File: src/rtl/stream_fifo.sv
// stream_fifo: valid/ready stream FIFO with first-word fall-through output,
// fill level, almost-full status, synchronous flush and a saturating
// overflow counter. Pointers carry an extra wrap bit to tell full from empty.
module stream_fifo #(
    parameter int unsigned DATA_W    = 32,
    parameter int unsigned DEPTH     = 8,
    parameter int unsigned AF_THRESH = 6
) (
    input  logic                     clk,
    input  logic                     rst_n,
    input  logic                     flush,
    input  logic                     in_valid,
    input  logic [DATA_W-1:0]        in_data,
    output logic                     in_ready,
    output logic                     out_valid,
    output logic [DATA_W-1:0]        out_data,
    input  logic                     out_ready,
    output logic [$clog2(DEPTH):0]   level,
    output logic                     almost_full,
    output logic [15:0]              overflow_cnt
);

    localparam int unsigned AW = $clog2(DEPTH);
    localparam int unsigned PW = AW + 1;

    logic [DATA_W-1:0] mem_q [DEPTH];

    logic [PW-1:0] wr_ptr_q, wr_ptr_d;
    logic [PW-1:0] rd_ptr_q, rd_ptr_d;
    logic [PW-1:0] level_q,  level_d;
    logic [15:0]   ovf_q,    ovf_d;

    logic              full;
    logic              empty;
    logic              push;
    logic              pop;
    logic              wr_en;
    logic [AW-1:0]     wr_idx;
    logic [AW-1:0]     rd_idx;

    // Status decode, handshakes and output view, all from registered state.
    always_comb begin
        wr_idx      = wr_ptr_q[AW-1:0];
        rd_idx      = rd_ptr_q[AW-1:0];
        empty       = (wr_ptr_q == rd_ptr_q);
        full        = (wr_idx == rd_idx) && (wr_ptr_q[AW] != rd_ptr_q[AW]);
        in_ready    = !full;
        out_valid   = !empty;
        push        = in_valid && !full;
        pop         = !empty && out_ready;
        // Flush discards a same-cycle push, so the array is left untouched too.
        wr_en       = push && !flush;
        // Head is masked while empty so out_data reads 0 after reset/flush
        // without having to clear the storage array.
        out_data    = empty ? '0 : mem_q[rd_idx];
        level       = level_q;
        almost_full = (level_q >= PW'(AF_THRESH));
        overflow_cnt = ovf_q;
    end

    // Next-state for pointers, level and overflow counter.
    always_comb begin
        wr_ptr_d = wr_ptr_q;
        rd_ptr_d = rd_ptr_q;
        level_d  = level_q;
        ovf_d    = ovf_q;

        if (flush) begin
            wr_ptr_d = '0;
            rd_ptr_d = '0;
            level_d  = '0;
        end else begin
            if (push) wr_ptr_d = wr_ptr_q + PW'(1);
            if (pop)  rd_ptr_d = rd_ptr_q + PW'(1);
            case ({push, pop})
                2'b10:   level_d = level_q + PW'(1);
                2'b01:   level_d = level_q - PW'(1);
                default: level_d = level_q;
            endcase
        end

        if (in_valid && full && (ovf_q != '1)) ovf_d = ovf_q + 16'd1;
    end

    // Control state register with asynchronous clear.
    always_ff @(posedge clk or negedge rst_n) begin
        if (!rst_n) begin
            wr_ptr_q <= '0;
            rd_ptr_q <= '0;
            level_q  <= '0;
            ovf_q    <= '0;
        end else begin
            wr_ptr_q <= wr_ptr_d;
            rd_ptr_q <= rd_ptr_d;
            level_q  <= level_d;
            ovf_q    <= ovf_d;
        end
    end

    // Storage array write; contents are intentionally not reset.
    always_ff @(posedge clk) begin
        if (wr_en) mem_q[wr_idx] <= in_data;
    end

endmodule

File: config.mk
export PLATFORM = sky130hd
export DESIGN_NAME = stream_fifo
export DESIGN_NICKNAME = d
export VERILOG_FILES = /design/src/rtl/stream_fifo.sv
export SDC_FILE = /design/constraint.sdc
export NUM_CORES = 1
export LEC_CHECK = 0
export CELL_PAD_IN_SITES_DETAIL_PLACEMENT = 1
export CELL_PAD_IN_SITES_GLOBAL_PLACEMENT = 1
export CORE_ASPECT_RATIO = 1.2
export CORE_MARGIN = 2
export CORE_UTILIZATION = 50
export CTS_BUF_LIST = sky130_fd_sc_hd__clkbuf_4 sky130_fd_sc_hd__clkbuf_8
export DETAILED_ROUTE_END_ITERATION = 7
export PLACE_DENSITY = 0.76
export SETUP_SLACK_MARGIN = 0.2
export SYNTH_ARGS = -nofsm -noshare
export SYNTH_HDL_FRONTEND = slang
export SYNTH_SLANG_ARGS = --single-unit
File: constraint.sdc
create_clock -name clk -period 12.7 [get_ports clk]
set_input_delay 2.54 -clock clk [delete_from_list [all_inputs] [get_ports clk]]
set_output_delay 2.54 -clock clk [all_outputs]
set_load 0.02 [all_outputs]
==> reports/metrics.yaml, run 1 <==
status: "complete, no violations"
clkSlewWorstSetupHoldPaths_ps: 60
synth_xor_area_share_pct: 2.71
synth.avg_cell_area_sq_um: 20.1
drc: 0
regToRegSetupSlack_ps: 8310
path_cells: "xor2_2 > nor4_4 > buf_4 > inv_1 > clkdlybuf4s50_1"
fp.dieH_um: 169
synth_enable_flop_cells: 256
row_count: 60
die_w_um: 142
post_cts_buffers: 0
initial_utilization_pct: 50.8
critical_path_required_ps: 10160
vdd_ir_drop_max_mv: 0.106
crit_path_start_kind: "flip-flop"
leakage_nw: 4.36
hp-class: "reg -> reg"
r2r_cells: 10
finalWeightedCongestion: 0.720
finalHoldViolations: 0
antenna_found_initial: 1
crit_path_top_delay_cell: "dfrtp_4"
die-area_sq_mm: 0.0240
fin_nets: 728
grt_pass1_vias: 6532
muxShareOfSynthArea_pct: 15.9
fillers: 1967
end_kind: "output port"
finalSetupViolations: 0
fin_skew_ps: 23.9
finalCritPeriodShare_pct: 51.2
grt.total_usage_pct: 21.1
worst_slew_pin_slew_ps: 1050
numCtsBuffers: 44
dpl.hpwl_mm: 13.7
cts_htree_levels: 2
ios: 92
finalMaxSlewViolations: 0
yosysWarnings: 0
grt_start_max_net_pins: 70
synth_flop_cell: "edfxtp_1"
synthCells: 566
power_density_mw_per_mm2: 166
totalWireLength_mm: 24.5
critical_path.max_fanout: 69
grt_pass1_wl_mm: 37.6
grt-ovfl-total: 0
cp_data_arrival_time_ps: 3960
synth_nets: 608
synth-compound-area-share_pct: 1.46
antenna_left: 0
drive_above_1_share_pct: 23.3
syn-cell-area_sq_mm: 0.0114
wl_per_cell_um: 24.4
port-buffer-count: 91
clockBufferDepth: 3
cpPeakStageDelay_ps: 1070
postCtsHoldBufs: 0
core_sq_mm: 0.0224
cts_root_buf: "clkbuf_8"
fin_crit_ps: 6500
cts_sinks: 284
slew_headroom_pct: 29.9
critPathKind: "reg -> out"
cts_resized: 0
worstSkewPairLatency_ps: 550
vias_per_cell: 5.81
fmax_ghz: 0.154
timing.rr.end: "level[3]$_DFFE_PN0P_"
crit_end: "out_valid"
r2r_start: "rd_ptr_q[1]$_DFFE_PN0P_"
power_w: 0.00223
grt_setup_unrepaired: "no"
first_iter_violations: 406
yosysSeqAreaShare_pct: 73.8
ys_types: 47
synthAdderAreaFrac_pct: 0.550
ys_ff_latch: 284
via_count: 5812
final.setup.tns_ps: 0
critPathLaunch: "rd_ptr_q[1]$_DFFE_PN0P_"
synth_top_family_by_area: "multiplexers"
dr.pass1.iters: 4
syn2layout_area_growth_pct: 18.7
maxCapViolCount: 0
async_flop_share_pct: 9.86
cts_tree: "built"
synth-simple-area-share_pct: 4.41
cell usage after synthesis, types with 2 or more instances:
library cell | instances | area (sq um)
inv_1 | 4 | 15.0
o21ai_0 | 2 | 10.0
nand3_1 | 12 | 60.1
ha_1 | 5 | 62.6
and3b_1 | 2 | 17.5
xnor2_2 | 2 | 32.5
dfrtp_1 | 28 | 701
edfxtp_1 | 256 | 7690
buf_2 | 13 | 65.1
nand2_1 | 11 | 41.3
nor3_1 | 5 | 25.0
clkbuf_1 | 12 | 45.0
and2_1 | 2 | 12.5
xor2_1 | 8 | 70.1
xnor2_1 | 16 | 140
mux2i_1 | 34 | 340
xor2_2 | 4 | 65.1
nor4_1 | 3 | 18.8
and3_1 | 4 | 25.0
a21oi_1 | 4 | 20.0
nor2_1 | 43 | 161
nor3b_1 | 3 | 22.5
nand4_1 | 6 | 37.5
mux4_2 | 64 | 1440
per-layer routing:
metal | vias to the layer above | wire length, um | global-route usage, % | share of wire (%)
li1 | 2524 | - | - | -
met1 | 3065 | 9910 | 26.5 | 41
met2 | 164 | 12800 | 36.6 | 52
met3 | 59 | 981 | 4.09 | 4.0
met4 | 0 | 751 | 8.09 | 3.1
met5 | - | 0 | 0 | 0
state kept, by name, summed over array words and instances, names as in the netlist:
name / count
level: 4
mem_q: 256
overflow_cnt: 16
rd_ptr_q: 4
wr_ptr_q: 4
area by class of cell:
cell class / count / area (sq um) / area share [%]
clock buffer: 57 / 703 / 5.21
antenna: 1 / 2.50 / 0.0185
sequential: 284 / 8400 / 62.2
clock inverter: 24 / 159 / 1.18
multi-input combinational: 251 / 2880 / 21.3
timing repair buffer: 101 / 986 / 7.31
tap: 279 / 349 / 2.59
inverter: 4 / 15.0 / 0.111
critical path, delay by kind of cell, from the launching register on:
family,cells,cell delay (ps)
xor gates and xnor gates,1,270
DFF,1,1070
buffers and inverters,3,1210
and+or+nand+nor,1,840
where the power goes:
part | internal, W | switching [W] | total (W)
sequential | 0.00104 | 0.0000403 | 0.00108
combinational | 0.000202 | 0.000207 | 0.000409
clock | 0.000405 | 0.000342 | 0.000746
kinds of logic (layout without fill, tap and decap cells):
| family | after synthesis | after routing |
|---|---|---|
| DFF | 284 | 284 |
| muxes | 100 | 100 |
| xor gates and xnor gates | 30 | 30 |
| and+or+nand+nor | 99 | 99 |
| adders and majority gates | 5 | 5 |
| other | 0 | 1 |
| buffers and inverters | 31 | 186 |
| AOI/OAI and AO/OA | 17 | 17 |
placed cells by master (no fill, tap or decap), types with 3 or more instances in the layout:
cell,netlist,routed
clkinv_1,0,14
mux4_2,64,64
nor2_1,43,42
xor2_2,4,4
inv_1,4,4
xnor2_1,16,16
clkdlybuf4s50_1,0,91
clkbuf_8,0,44
edfxtp_1,256,256
buf_4,1,10
nand3_1,12,12
clkbuf_4,0,13
xor2_1,8,8
mux2i_1,34,34
dfrtp_1,28,25
ha_1,5,5
nor3_1,5,4
clkinv_2,0,6
nor3b_2,0,3
a21oi_1,4,4
nand4_1,6,6
nand2_1,11,11
and3_1,4,4
how the worst min path moves through the flow:
stage / startpoint / endpoint / slack (ps) / cells past startpoint
floorplan: wr_ptr_q[3]$_DFFE_PN0P_ / wr_ptr_q[3]$_DFFE_PN0P_ / 600 / 2
global placement: overflow_cnt[15]$_DFFE_PN0P_ / overflow_cnt[15]$_DFFE_PN0P_ / 490 / 1
detailed placement: overflow_cnt[11]$_DFFE_PN0P_ / overflow_cnt[11]$_DFFE_PN0P_ / 520 / 1
CTS: overflow_cnt[0]$_DFFE_PN0P_ / overflow_cnt[0]$_DFFE_PN0P_ / 530 / 1
global route: overflow_cnt[15]$_DFFE_PN0P_ / overflow_cnt[15]$_DFFE_PN0P_ / 550 / 1
finish: overflow_cnt[15]$_DFFE_PN0P_ / overflow_cnt[15]$_DFFE_PN0P_ / 520 / 1
per-stage QoR:
stage	setup WS [ps]	hold WS (ps)	cells	area [sq um]	utilization, %
4_1_cts	6080	532	1000	13500	60.3
2_1_floorplan	6420	596	566	11400	-
3_3_place_gp	6780	490	919	12600	56.4
3_5_place_dp	6690	519	919	12600	56.4
5_1_grt	5920	545	1000	13500	60.3
6_report	6200	518	1001	13500	60.3
(Power assumes the default switching activity.)
==> run 2, diff against run 1 <==
clock period = 6.15 ns   (was 12.7 ns; I/O delays follow)
==> reports/metrics.yaml, run 2 (synthesis results as in run 1) <==
status: "complete, no violations"  # unchanged
totalWireLength_mm: 23.9  # was 24.5 mm
grt-ovfl-total: 0  # unchanged
core_sq_mm: 0.0224  # unchanged
grt_setup_unrepaired: "no"  # unchanged
grt.total_usage_pct: 20.9  # was 21.1%
postCtsHoldBufs: 0  # unchanged
fin_skew_ps: 20.2  # was 23.9 ps
ios: 92  # unchanged
grt_pass1_wl_mm: 37.6  # about the same
vdd_ir_drop_max_mv: 0.280  # was 0.106 mV
antenna_found_initial: 1  # unchanged
dpl.hpwl_mm: 14.0  # was 13.7 mm
grt_use_met2_pct: 34.6  # was 36.6%
design_area_sq_mm: 0.0135  # about the same
fillers: 1945  # was 1967
critPathKind: "reg -> out"  # unchanged
leakage_nw: 4.36  # about the same
final.setup.tns_ps: 0  # unchanged
finalWeightedCongestion: 0.737  # was 0.720
diodes: 0  # was 1
pre_cts_ws_ps: 1950  # was 6690 ps
fin_crit_ps: 4700
cts_htree_levels: 2  # unchanged
maxCapViolCount: 0  # unchanged
via_count: 5745  # was 5812
mostFrequentLayoutCell: "edfxtp_1"  # unchanged
use_met3_pct: 4.20  # was 4.09%
cts_sinks: 284  # unchanged
clockBufferDepth: 3  # unchanged
drc: 0  # unchanged
slew_headroom_pct: 30.6  # was 29.9%
finalSetupViolations: 0  # unchanged
initial_utilization_pct: 50.8  # unchanged
finalCritPeriodShare_pct: 76.4
wl_per_cell_um: 23.8  # was 24.4 um
first_iter_violations: 368  # was 406
grt_busiest_layer: "met2"  # unchanged
setup_ws_ps: 1450  # was 6200 ps
drive_above_1_share_pct: 23.9  # was 23.3%
critical_path.max_fanout: 69  # unchanged
finalHoldViolations: 0  # unchanged
port-buffer-count: 91  # unchanged
critical_path_required_ps: 4920  # was 10160 ps
syn2layout_area_growth_pct: 18.7  # about the same
worst_slew_pin_slew_ps: 1040  # was 1050 ps
dr.pass1.iters: 4  # unchanged
final_cell_mix: "edfxtp_1, clkdlybuf4s50_1, mux4_2, clkbuf_8, nor2_1"  # unchanged
vias_per_cell: 5.73  # was 5.81
cts_tree: "built"  # unchanged
worstSkewPairLatency_ps: 550  # about the same
cp_data_arrival_time_ps: 3470  # was 3960 ps
grt_start_max_net_pins: 70  # unchanged
hp-class: "reg -> reg"  # unchanged
post_cts_buffers: 0  # unchanged
die-area_sq_mm: 0.0240  # unchanged
cts_root_buf: "clkbuf_8"  # unchanged
largest_reg_flops: 256  # unchanged
row_count: 60  # unchanged
fin_cells: 1003  # was 1001
finalMaxSlewViolations: 0  # unchanged
die_w_um: 142  # unchanged
fmax_ghz: 0.213
grt_pass1_vias: 6323  # was 6532
fp.dieH_um: 169  # unchanged
largest-register: "mem_q"  # unchanged
antenna_left: 0  # unchanged
end_kind: "output port"  # unchanged
grt_use_met1_pct: 28.3  # was 26.5%
fin_nets: 735  # was 728
placed_cells: 925  # was 919
place_area_sq_mm: 0.0127  # was 0.0126 sq mm
clkSlewWorstSetupHoldPaths_ps: 50  # was 60 ps
crit_path_start_kind: "flip-flop"  # unchanged
cts_resized: 0  # unchanged
power_density_mw_per_mm2: 338  # was 166 mW/mm^2
numCtsBuffers: 45  # was 44
[run 2: worst paths after layout]
path	endpoint	slack (ps)	cells past startpoint	from
setup / recovery	out_data[22]	1450	5	rd_ptr_q[1]$_DFFE_PN0P_
hold / removal	overflow_cnt[11]$_DFFE_PN0P_	520	1	overflow_cnt[11]$_DFFE_PN0P_
setup reg to reg	level[3]$_DFFE_PN0P_	2240	10	rd_ptr_q[1]$_DFFE_PN0P_
hold reg to reg	overflow_cnt[11]$_DFFE_PN0P_	520	1	overflow_cnt[11]$_DFFE_PN0P_
max in group asynchronous	rd_ptr_q[0]$_DFFE_PN0P_	4750	2	rst_n
min in group asynchronous	level[1]$_DFFE_PN0P_	1090	2	rst_n
[run 2: area by class of cell]
class	instances	area (sq um)	area share (%)
Sequential cell	284	8400	62.2
Clock inverter	18	86.3	0.640
Clock buffer	60	732	5.43
Timing Repair Buffer	107	1030	7.64
Inverter	4	15.0	0.111
Multi-Input combinational cell	251	2880	21.3
Tap cell	279	349	2.59
[run 2: metrics by stage]
step	power [W]	hold WS [ps]	util, %
CTS	0.00461	520	60.3
floorplan	0.00278	596	-
finish	0.00455	516	60.3
global placement	0.00311	486	56.6
detailed placement	0.00314	514	56.6
global route	0.00475	539	60.3
[run 2: report_power, final]
group	total, W	internal, W	switching, W
logic	0.000848	0.000425	0.000423
clock network	0.00147	0.000773	0.000700
registers	0.00223	0.00215	0.0000872
[run 2: critical path: stages, from the launching register on]
cell	delay [ps]
dfrtp_4	1110
xor2_2	260
nor4_4	360
buf_4	420
nor2_1	180
clkdlybuf4s50_1	580
[run 2: layer usage]
layer  share of wire [%]  routed length (um)
met5                   0                   0
met4                 2.3                 543
met3                 4.8                1140
met2                  50               12000
met1                  43               10200
==> run 3, diff against run 2 <==
CORE_UTILIZATION = 47   (was 50)
PLACE_DENSITY = 0.75   (was 0.76)
clock period = 4.2 ns   (was 6.15 ns; I/O delays follow)
==> reports/metrics.yaml, run 3 (synthesis results as in run 1) <==
status: "complete, no violations"  # unchanged
grt_start_max_net_pins: 57  # was 70
grt-ovfl-total: 0  # unchanged
die_w_um: 146  # was 142 um
drc: 0  # unchanged
vdd_ir_drop_max_mv: 0.290  # was 0.280 mV
finalMaxSlewViolations: 0  # unchanged
fmax_ghz: 0.260
critical_path.max_fanout: 16  # was 69
final_cell_mix: "edfxtp_1, clkdlybuf4s50_1, mux4_2, clkbuf_8, nor2_1"  # unchanged
mostFrequentLayoutCell: "edfxtp_1"  # unchanged
finalWeightedCongestion: 0.764  # was 0.737
worstSkewPairLatency_ps: 550  # about the same
post_cts_buffers: 1  # was 0
drive_above_1_share_pct: 24.7  # was 23.9%
fin_skew_ps: 18.9  # was 20.2 ps
grt_setup_unrepaired: "no"  # unchanged
via_count: 5909  # was 5745
leakage_nw: 4.43  # was 4.36 nW
fp.dieH_um: 174  # was 169 um
hp-class: "reg -> reg"  # unchanged
critPathLaunch: "rd_ptr_q[0]$_DFFE_PN0P_"  # was rd_ptr_q[1]$_DFFE_PN0P_
critPathKind: "reg -> out"  # unchanged
finalCritPeriodShare_pct: 91.7
clkSlewWorstSetupHoldPaths_ps: 60  # was 50 ps
worst_slew_pin_slew_ps: 776  # was 1040 ps
cp_data_arrival_time_ps: 3010  # was 3470 ps
diodes: 0  # unchanged
fin_nets: 738  # was 735
path_cells: "buf_4 > mux4_2 > mux2i_1 > nor2_1 > clkdlybuf4s50_1"  # was xor2_2 > nor4_4 > buf_4 > nor2_1 > clkdlybuf4s50_1
antenna_found_initial: 1  # unchanged
port-buffer-count: 91  # unchanged
first_iter_violations: 313  # was 368
final_util_pct: 57.5  # was 60.3%
postCtsHoldBufs: 0  # unchanged
final.setup.tns_ps: 0  # unchanged
clockBufferDepth: 3  # unchanged
core_sq_mm: 0.0238  # was 0.0224 sq mm
dr.pass1.iters: 4  # unchanged
min_from: "overflow_cnt[11]$_DFFE_PN0P_"  # unchanged
fin_crit_ps: 3850
cts_root_buf: "clkbuf_8"  # unchanged
use_met3_pct: 4.30  # was 4.20%
vias_per_cell: 5.63  # was 5.73
slew_headroom_pct: 48.3  # was 30.6%
critical_path_required_ps: 3360  # was 4920 ps
power_density_mw_per_mm2: 498  # was 338 mW/mm^2
grt_pass1_wl_mm: 39.6  # was 37.6 mm
crit_path_top_delay_cell: "dfrtp_4"  # unchanged
grt_use_met1_pct: 26.6  # was 28.3%
grt_pass1_vias: 6671  # was 6323
cts_sinks: 284  # unchanged
cts_htree_levels: 2  # unchanged
initial_utilization_pct: 47.7  # was 50.8%
grt_use_met2_pct: 35.1  # was 34.6%
row_count: 62  # was 60
finalSetupViolations: 0  # unchanged
grt.total_usage_pct: 20.6  # was 20.9%
numCtsBuffers: 45  # unchanged
wl_per_cell_um: 24.2  # was 23.8 um
cts_tree: "built"  # unchanged
end_kind: "output port"  # unchanged
largest-register: "mem_q"  # unchanged
r2r_start: "wr_ptr_q[1]$_DFFE_PN0P_"  # was rd_ptr_q[1]$_DFFE_PN0P_
syn2layout_area_growth_pct: 20.6  # was 18.7%
cts_resized: 0  # unchanged
grt_busiest_layer: "met2"  # unchanged
maxCapViolCount: 0  # unchanged
largest_reg_flops: 256  # unchanged
cpPeakStageDelay_ps: 680  # was 1110 ps
totalWireLength_mm: 25.4  # was 23.9 mm
antenna_left: 0  # unchanged
crit_path_start_kind: "flip-flop"  # unchanged
ios: 92  # unchanged
die-area_sq_mm: 0.0255  # was 0.0240 sq mm
dpl.hpwl_mm: 14.6  # was 14.0 mm
power_w: 0.00683  # was 0.00455 W
hold_ws_ps: 496  # was 516 ps
finalHoldViolations: 0  # unchanged
run 3: final cells by class:
class / count / area, sq um
well taps: 320 / 400
clock inverters: 17 / 103
clock buffers: 63 / 754
fillers: 2117 / 10100
inverters: 4 / 15.0
multi-input cells: 251 / 2890
repair buffers: 110 / 1150
flip-flops and latches: 284 / 8400
run 3: final timing paths:
kind                                                end  slack [ps]  cells after the start
setup reg to reg                   level[3]$_DFFE_PN0P_         910                     10
min in group asynchronous       rd_ptr_q[3]$_DFFE_PN0P_         700                      1
setup / recovery                           out_data[22]         350                      5
hold / removal             overflow_cnt[11]$_DFFE_PN0P_         500                      1
hold reg to reg            overflow_cnt[11]$_DFFE_PN0P_         500                      1
max in group asynchronous   overflow_cnt[6]$_DFFE_PN0P_        2820                      2
run 3: routing by layer:
layer,vias to the layer above,wire (um)
met2,229,13000
met3,44,1680
met5,-,0
met4,0,554
met1,3089,10100
li1,2547,-
run 3: per-stage QoR:
step,instance area (sq um),setup slack [ps],std cells
floorplan,11400,89.1,566
global placement,12800,745,968
detailed placement,12800,730,968
CTS,13700,303,1049
global route,13700,218,1049
finish,13700,348,1049
run 3: worst max-delay path, delay by kind of cell, from the launching register on:
kind                   cells  cell delay [ps]
buffers and inverters      2              890
DFF                        1              680
muxes                      2              810
and+or+nand+nor            1               70
run 3: report_power, final:
part           total, W  switching (W)  internal (W)
sequential      0.00322      0.0000776       0.00314
clock           0.00226        0.00104       0.00122
combinational   0.00135       0.000691      0.000657
